### src/rtl/adc_scan_uart_tx_if.sv
// ADC / serial-line signal bundle for adc_scan_uart_tx.
// master = the scanner block, slave = the ADC + receiver side.
interface adc_scan_uart_tx_if #(
    parameter int unsigned NCH = 8,
    parameter int unsigned DW  = 8
);
    localparam int unsigned CW = $clog2(NCH);

    logic          eoc;
    logic [DW-1:0] data_in;
    logic          dsr;
    logic          soc;
    logic          mux_en;
    logic [CW-1:0] canale;
    logic          load_dato;
    logic          data_out;
    logic          busy;
    logic          error;

    modport master (
        input  eoc, data_in, dsr,
        output soc, mux_en, canale, load_dato, data_out, busy, error
    );

    modport slave (
        output eoc, data_in, dsr,
        input  soc, mux_en, canale, load_dato, data_out, busy, error
    );
endinterface

### src/rtl/adc_scan_uart_tx.sv
// Round-robin ADC scanner that ships each sample as a header frame (channel) plus a data frame.
// Define ADC_SCAN_UART_TX_PARITY_EN to append an even-parity bit to every frame.
module adc_scan_uart_tx #(
    parameter int unsigned NCH      = 8,
    parameter int unsigned DW       = 8,
    parameter int unsigned BAUD_DIV = 105
) (
    input  logic               clock,
    input  logic               reset_n,
    adc_scan_uart_tx_if.master bus
);
    localparam int unsigned CW = $clog2(NCH);
    localparam int unsigned BW = $clog2(BAUD_DIV);
`ifdef ADC_SCAN_UART_TX_PARITY_EN
    localparam int unsigned NBITS = DW + 3;
`else
    localparam int unsigned NBITS = DW + 2;
`endif
    localparam int unsigned NW = $clog2(NBITS);

    typedef enum logic [2:0] {StMux, StSoc, StWait, StLoad, StTx, StNext} state_e;

    state_e        r_state, w_state_next;
    logic [CW-1:0] r_canale;
    logic [DW-1:0] r_sample;
    logic [BW-1:0] r_baud;
    logic [NW-1:0] r_bit;
    logic          r_frame;
    logic          r_busy;
    logic          r_error;

    logic          w_bit_end;
    logic          w_pair_end;
    logic          w_start;
    logic          w_reject;
    logic [DW-1:0] w_payload;
    logic [DW-1:0] w_shift;
    logic          w_txd;

    assign w_bit_end  = (r_baud == BW'(BAUD_DIV - 1));
    assign w_pair_end = r_busy && r_frame && w_bit_end && (r_bit == NW'(NBITS - 1));
    // dsr is only looked at in the first A_TX cycle, before busy rises
    assign w_start    = (r_state == StTx) && !r_busy && bus.dsr;
    assign w_reject   = (r_state == StTx) && !r_busy && !bus.dsr;
    assign w_payload  = r_frame ? r_sample : DW'(r_canale);
    assign w_shift    = w_payload << (r_bit - 1'b1);

    always_comb begin
        w_txd = 1'b1;
        if (r_bit == '0) begin
            w_txd = 1'b0;
        end else if (r_bit <= NW'(DW)) begin
            w_txd = w_shift[DW-1];
`ifdef ADC_SCAN_UART_TX_PARITY_EN
        end else if (r_bit == NW'(DW + 1)) begin
            w_txd = ^w_payload;
`endif
        end
    end

    always_ff @(posedge clock or negedge reset_n) begin
        if (!reset_n) begin
            r_state <= StMux;
        end else begin
            r_state <= w_state_next;
        end
    end

    always_comb begin
        w_state_next = r_state;
        unique case (r_state)
            StMux:   w_state_next = StSoc;
            StSoc:   w_state_next = StWait;
            StWait:  if (bus.eoc) w_state_next = StLoad;
            StLoad:  w_state_next = StTx;
            StTx:    if (w_reject || w_pair_end) w_state_next = StNext;
            StNext:  w_state_next = StMux;
            default: w_state_next = StMux;
        endcase
    end

    always_ff @(posedge clock or negedge reset_n) begin
        if (!reset_n) begin
            r_canale <= '0;
            r_sample <= '0;
            r_baud   <= '0;
            r_bit    <= '0;
            r_frame  <= 1'b0;
            r_busy   <= 1'b0;
            r_error  <= 1'b0;
        end else begin
            if (r_state == StLoad) r_sample <= bus.data_in;
            if (r_state == StNext) begin
                r_canale <= (r_canale == CW'(NCH - 1)) ? '0 : r_canale + 1'b1;
            end
            if (w_reject) r_error <= 1'b1;
            if (w_start) begin
                r_error <= 1'b0;
                r_busy  <= 1'b1;
                r_baud  <= '0;
                r_bit   <= '0;
                r_frame <= 1'b0;
            end else if (r_busy) begin
                if (w_bit_end) begin
                    r_baud <= '0;
                    if (r_bit == NW'(NBITS - 1)) begin
                        r_bit   <= '0;
                        r_frame <= 1'b0;
                        if (!r_frame) r_frame <= 1'b1;
                        else          r_busy  <= 1'b0;
                    end else begin
                        r_bit <= r_bit + 1'b1;
                    end
                end else begin
                    r_baud <= r_baud + 1'b1;
                end
            end
        end
    end

    // Gated by reset_n so the mux is off while held in reset even though the state is A_MUX
    assign bus.mux_en    = reset_n && (r_state inside {StMux, StSoc, StWait});
    assign bus.soc       = (r_state == StSoc);
    assign bus.load_dato = (r_state == StLoad);
    assign bus.canale    = r_canale;
    assign bus.busy      = r_busy;
    assign bus.error     = r_error;
    assign bus.data_out  = r_busy ? w_txd : 1'b1;
endmodule
### src/flat_wrapper.sv
// flat-port wrapper written by rule: the top's interface ports become plain ports
module adc_scan_uart_tx_flat 
#(
    parameter int unsigned NCH      = 8,
    parameter int unsigned DW       = 8,
    parameter int unsigned BAUD_DIV = 105
)
  (clock, reset_n, bus_eoc, bus_data_in, bus_dsr, bus_soc, bus_mux_en, bus_canale, bus_load_dato, bus_data_out, bus_busy, bus_error);
  adc_scan_uart_tx_if #(.NCH(NCH), .DW(DW)) bus_i ();
  input  logic clock;
  input  logic reset_n;
  input wire logic [$bits(bus_i.eoc)-1:0] bus_eoc;
  input wire logic [$bits(bus_i.data_in)-1:0] bus_data_in;
  input wire logic [$bits(bus_i.dsr)-1:0] bus_dsr;
  output wire logic [$bits(bus_i.soc)-1:0] bus_soc;
  output wire logic [$bits(bus_i.mux_en)-1:0] bus_mux_en;
  output wire logic [$bits(bus_i.canale)-1:0] bus_canale;
  output wire logic [$bits(bus_i.load_dato)-1:0] bus_load_dato;
  output wire logic [$bits(bus_i.data_out)-1:0] bus_data_out;
  output wire logic [$bits(bus_i.busy)-1:0] bus_busy;
  output wire logic [$bits(bus_i.error)-1:0] bus_error;
  assign bus_i.eoc = bus_eoc;
  assign bus_i.data_in = bus_data_in;
  assign bus_i.dsr = bus_dsr;
  assign bus_soc = bus_i.soc;
  assign bus_mux_en = bus_i.mux_en;
  assign bus_canale = bus_i.canale;
  assign bus_load_dato = bus_i.load_dato;
  assign bus_data_out = bus_i.data_out;
  assign bus_busy = bus_i.busy;
  assign bus_error = bus_i.error;
  adc_scan_uart_tx #(.NCH(NCH), .DW(DW), .BAUD_DIV(BAUD_DIV)) u_core (.clock(clock), .reset_n(reset_n), .bus(bus_i));
endmodule
### config.mk
export PLATFORM = sky130hd
export DESIGN_NAME = adc_scan_uart_tx_flat
export DESIGN_NICKNAME = d
export VERILOG_FILES = /design/src/rtl/adc_scan_uart_tx_if.sv /design/src/rtl/adc_scan_uart_tx.sv /design/src/flat_wrapper.sv
export SDC_FILE = /design/constraint.sdc
export NUM_CORES = 1
export LEC_CHECK = 0
export CORE_MARGIN = 1.5
export CORE_UTILIZATION = 45
export DETAILED_ROUTE_END_ITERATION = 8
export PLACE_DENSITY = 0.72
export SYNTH_ARGS = -nofsm -noshare
export SYNTH_HDL_FRONTEND = slang
export SYNTH_SLANG_ARGS = --single-unit
### constraint.sdc
create_clock -name clock -period 3.5 [get_ports clock]
set_clock_uncertainty 0.1 [all_clocks]
set_input_delay 0.7 -clock clock [delete_from_list [all_inputs] [get_ports clock]]
set_output_delay 0.7 -clock clock [all_outputs]
set_load 0.05 [all_outputs]
==> flow_summary.yaml <==
global_route:
  grt_use_total_pct: 17.3
  grt_max_degree: 29
  grt_antenna_before_repair: 0
  grt_pass1_vias: 1220
  grt_first_pass_wirelength_um: 5620
  grt_overflow: 0
floorplan:
  row_count: 21
  die_h_um: 62.8
  floorplan.die.width_um: 62.8
  floorplan.die_area_mm2: 0.00394
  io_pins: 21
  initial_standard_cell_utilization_of_the_core_pct: 47.4
  core_area_mm2: 0.00339
worst_setup_path:
  cp-start-kind: "flop"
  crit_cells: 7
  crit-reg2reg-launch: "u_core.bus.busy"
  timing.critical_path.slowest_stage_cell: "sky130_fd_sc_hd__dfrtp_2"
  worstPathBufferInverterCount: 2
  worstSetupStartpoint: "u_core.r_bit[0]"
  cp.arrival_ns: 2.47
  timing.critical_path.slowest_cell_delay_ns: 0.49
  timing.critical_path.max_delay_family: "flip-flops"
  path_max_fanout: 11
  critical_path_required_ns: 2.70
  crit_type: "reg -> out"
  critPathCaptureType: "primary output"
  r2r.worst_path.cells: 4
  critical_path.cell_chain: "inv_1 -> ha_1 -> mux2_2 -> and4b_1 -> o32ai_1 -> o21ai_1 -> buf_12"
power_and_ir_drop:
  cellLeakagePower_nw: 0.874
  swShare_pct: 39.1
  report.power.total_mw: 1.07
  vdd_ir_drop_max_v: 0.000341
  power.switching_mw: 0.419
  p_per_area_mw_per_mm2: 569
  pwr-share-clk_pct: 14.5
  cellInternalPower_mw: 0.655
  combinationalPowerShare_pct: 41.1
  seq_power_share_pct: 44.4
layout:
  drive_gt1_share_pct: 10.4
  syn2layout_area_growth_pct: 17.4
  layout.cells.most_common_list: "39 x sky130_fd_sc_hd__nand2_1, 27 x sky130_fd_sc_hd__dfrtp_1, 18 x sky130_fd_sc_hd__clkdlybuf4s50_1"
  layout.cells.most_common: "sky130_fd_sc_hd__nand2_1"
  nFillCells: 305
  nets_final: 214
  antennaDiodeCount: 0
clock_network:
  ctsHtreeMaxLevel: 1
  clock_sinks: 28
  root_buffer_selected_by_cts: "sky130_fd_sc_hd__clkbuf_4"
  clkLatencyLatePin_ns: 0.32
  cts_buffers: 3
  clock_tree.buffer_depth: 2
  cts_post_setup_buffers_inserted: 0
  tritoncts: "built"
  clk_pin_slew_ns: 0.14
min_path:
  holdPathStages: 2
  hp-class: "reg -> reg"
  hold_path_startpoint: "u_core.r_sample[1]"
sta:
  period_needed_ns: 3.27
  unrepaired_setup_endpoints_after_global_routing: "no"
  timing.final.max_slew_violations: 0
  worst_slack_ns: 0.233
  timing.final.hold_violations: 0
  final_min_period_over_clock_period_pct: 93.4
  setup_total_negative_slack_ns: 0
  setup_violations: 0
  fmax_mhz: 306
  relSlewSlack_pct: 59.6
  worst_slew_pin_slew_ns: 0.606
drt:
  post_drt_wl_per_cell_um: 13.0
  route.detailed.drc: 0
  route.antenna.remaining_nets: 0
  drt_iter0_drc: 56
  via_count: 1244
  wl_um: 3090
  routed_via_density: 5.23
  drt_pre_antenna_iters: 4
placement:
  gp_congestion: 0.875
  place.port_buffers: 20
  pre_cts_ws_ns: 0.474
  dp_hpwl_um: 2300
logic_synthesis:
  netlist.top_cell.by_area: "sky130_fd_sc_hd__dfrtp_1"
  synth_cell_types: 42
  yosys.area_share.simple_pct: 25.8
  synth_enable_flop_cells: 0
  synth.mux.area_fraction_pct: 6.77
  async_sr_flop_fraction_pct: 100
  yosys.area.top_type_share_pct: 43.6
  synth_compound_gate_area_share_pct: 11.4
  synth-adder-area-share_pct: 7.00
  synth.yosys.warnings: 0
  syn-cell-area_mm2: 0.00161
  ys_seq_elements: 28
  synth-xor-area-share_pct: 1.09
  synth.net_count: 195
  ys_dominant_reg_cell: "sky130_fd_sc_hd__dfrtp_1"
  synthTopCellsByArea: "sky130_fd_sc_hd__dfrtp_1 44%, sky130_fd_sc_hd__nand2_1 9.1%, sky130_fd_sc_hd__ha_1 7.0%"
  seq_area_frac_synth_pct: 43.6
  synth_top_family_by_area: "simple AND/OR/NAND/NOR gates"
  synthesis.area_per_instance_um2: 9.24
  postSynthCellCount: 174
job:
  cap_viol_max_count: 0
run_status:
  run_status: "finished, final reports clean"
[flip-flops by register name, indices dropped and copies added, names as in the netlist]
register,flops
u_core.bus.busy,1
u_core.r_frame,1
u_core.r_state,3
u_core.r_sample,8
u_core.bus.canale,3
u_core.r_bit,4
u_core.bus.error,1
u_core.r_baud,7
[final cells by class]
| cell class | instances | area, um^2 | share of cell area (%) |
|---|---|---|---|
| Multi-Input combinational cell | 132 | 837 | 44.4 |
| Sequential cell | 28 | 702 | 37.2 |
| Inverter | 7 | 26.3 | 1.39 |
| Timing Repair Buffer | 21 | 228 | 12.1 |
| Clock buffer | 4 | 36.3 | 1.92 |
| Tap cell | 46 | 57.6 | 3.05 |
[power groups by stage]
stage / clock network, mW / registers, mW / logic (mW)
floorplan: 0 / 0.496 / 0.271
global placement: 0 / 0.483 / 0.429
detailed placement: 0 / 0.485 / 0.446
CTS: 0.163 / 0.477 / 0.448
global route: 0.178 / 0.493 / 0.483
finish: 0.155 / 0.477 / 0.442
[Yosys cell counts, drive strengths merged, types with 2 or more instances]
| master | instances |
|---|---|
| a211oi | 2 |
| dfrtp | 28 |
| inv | 6 |
| mux2 | 5 |
| clkbuf | 3 |
| o21ai | 8 |
| nand2b | 4 |
| nand2 | 40 |
| mux2i | 3 |
| or3 | 2 |
| nand3b | 5 |
| a21oi | 8 |
| nor3 | 5 |
| and3 | 4 |
| nor2 | 10 |
| or2 | 2 |
| nand3 | 5 |
| buf | 4 |
| ha | 9 |
| nor3b | 2 |
| a22oi | 2 |
[cells by family (layout without fill, tap and decap cells)]
| kind of cell | after synthesis | after routing |
|---|---|---|
| compound gates | 29 | 29 |
| xor+xnor | 2 | 2 |
| fa+ha+maj | 9 | 9 |
| buf+inv | 14 | 32 |
| flops | 28 | 28 |
| mux | 9 | 9 |
| simple gates | 83 | 83 |
[worst reg2reg max path, stage by stage (launching register included)]
cell	delay (ns)
sky130_fd_sc_hd__dfrtp_1	0.63
sky130_fd_sc_hd__nor3_2	0.33
sky130_fd_sc_hd__and2_1	0.42
sky130_fd_sc_hd__nor3_1	0.08
sky130_fd_sc_hd__a22o_1	0.23
[layer usage]
| layer | global-route usage, % | routed length, um | up-vias |
|---|---|---|---|
| met3 | 1.26 | 68 | 2 |
| met4 | 5.28 | 31 | 0 |
| met1 | 25.4 | 1530 | 598 |
| li1 | - | - | 629 |
| met5 | 0 | 0 | - |
| met2 | 27.3 | 1460 | 15 |
[through the flow]
step	utilization (%)	hold slack, ns	cell area (um^2)	cells
4_1_cts	55.6	0.398	1890	238
2_1_floorplan	-	0.304	1610	174
5_1_grt	55.7	0.427	1890	238
3_3_place_gp	54.6	0.366	1850	234
6_report	55.7	0.393	1890	238
3_5_place_dp	54.6	0.363	1850	234
[worst paths after layout]
path,endpoint,slack [ns]
max in group asynchronous,u_core.r_bit[0],2.27
setup / recovery,bus_data_out,0.23
hold / removal,u_core.r_sample[1],0.39
setup reg to reg,u_core.r_state[0],1.61
hold reg to reg,u_core.r_sample[1],0.39
min in group asynchronous,u_core.r_baud[5],0.73
[repair_timing]
action | CTS | global route
endpoints found under the setup margin | 0 | 1
resized for setup | 0 | 1
hold buffers | 0 | 0
No activity file was read; power rests on OpenSTA's default activity.
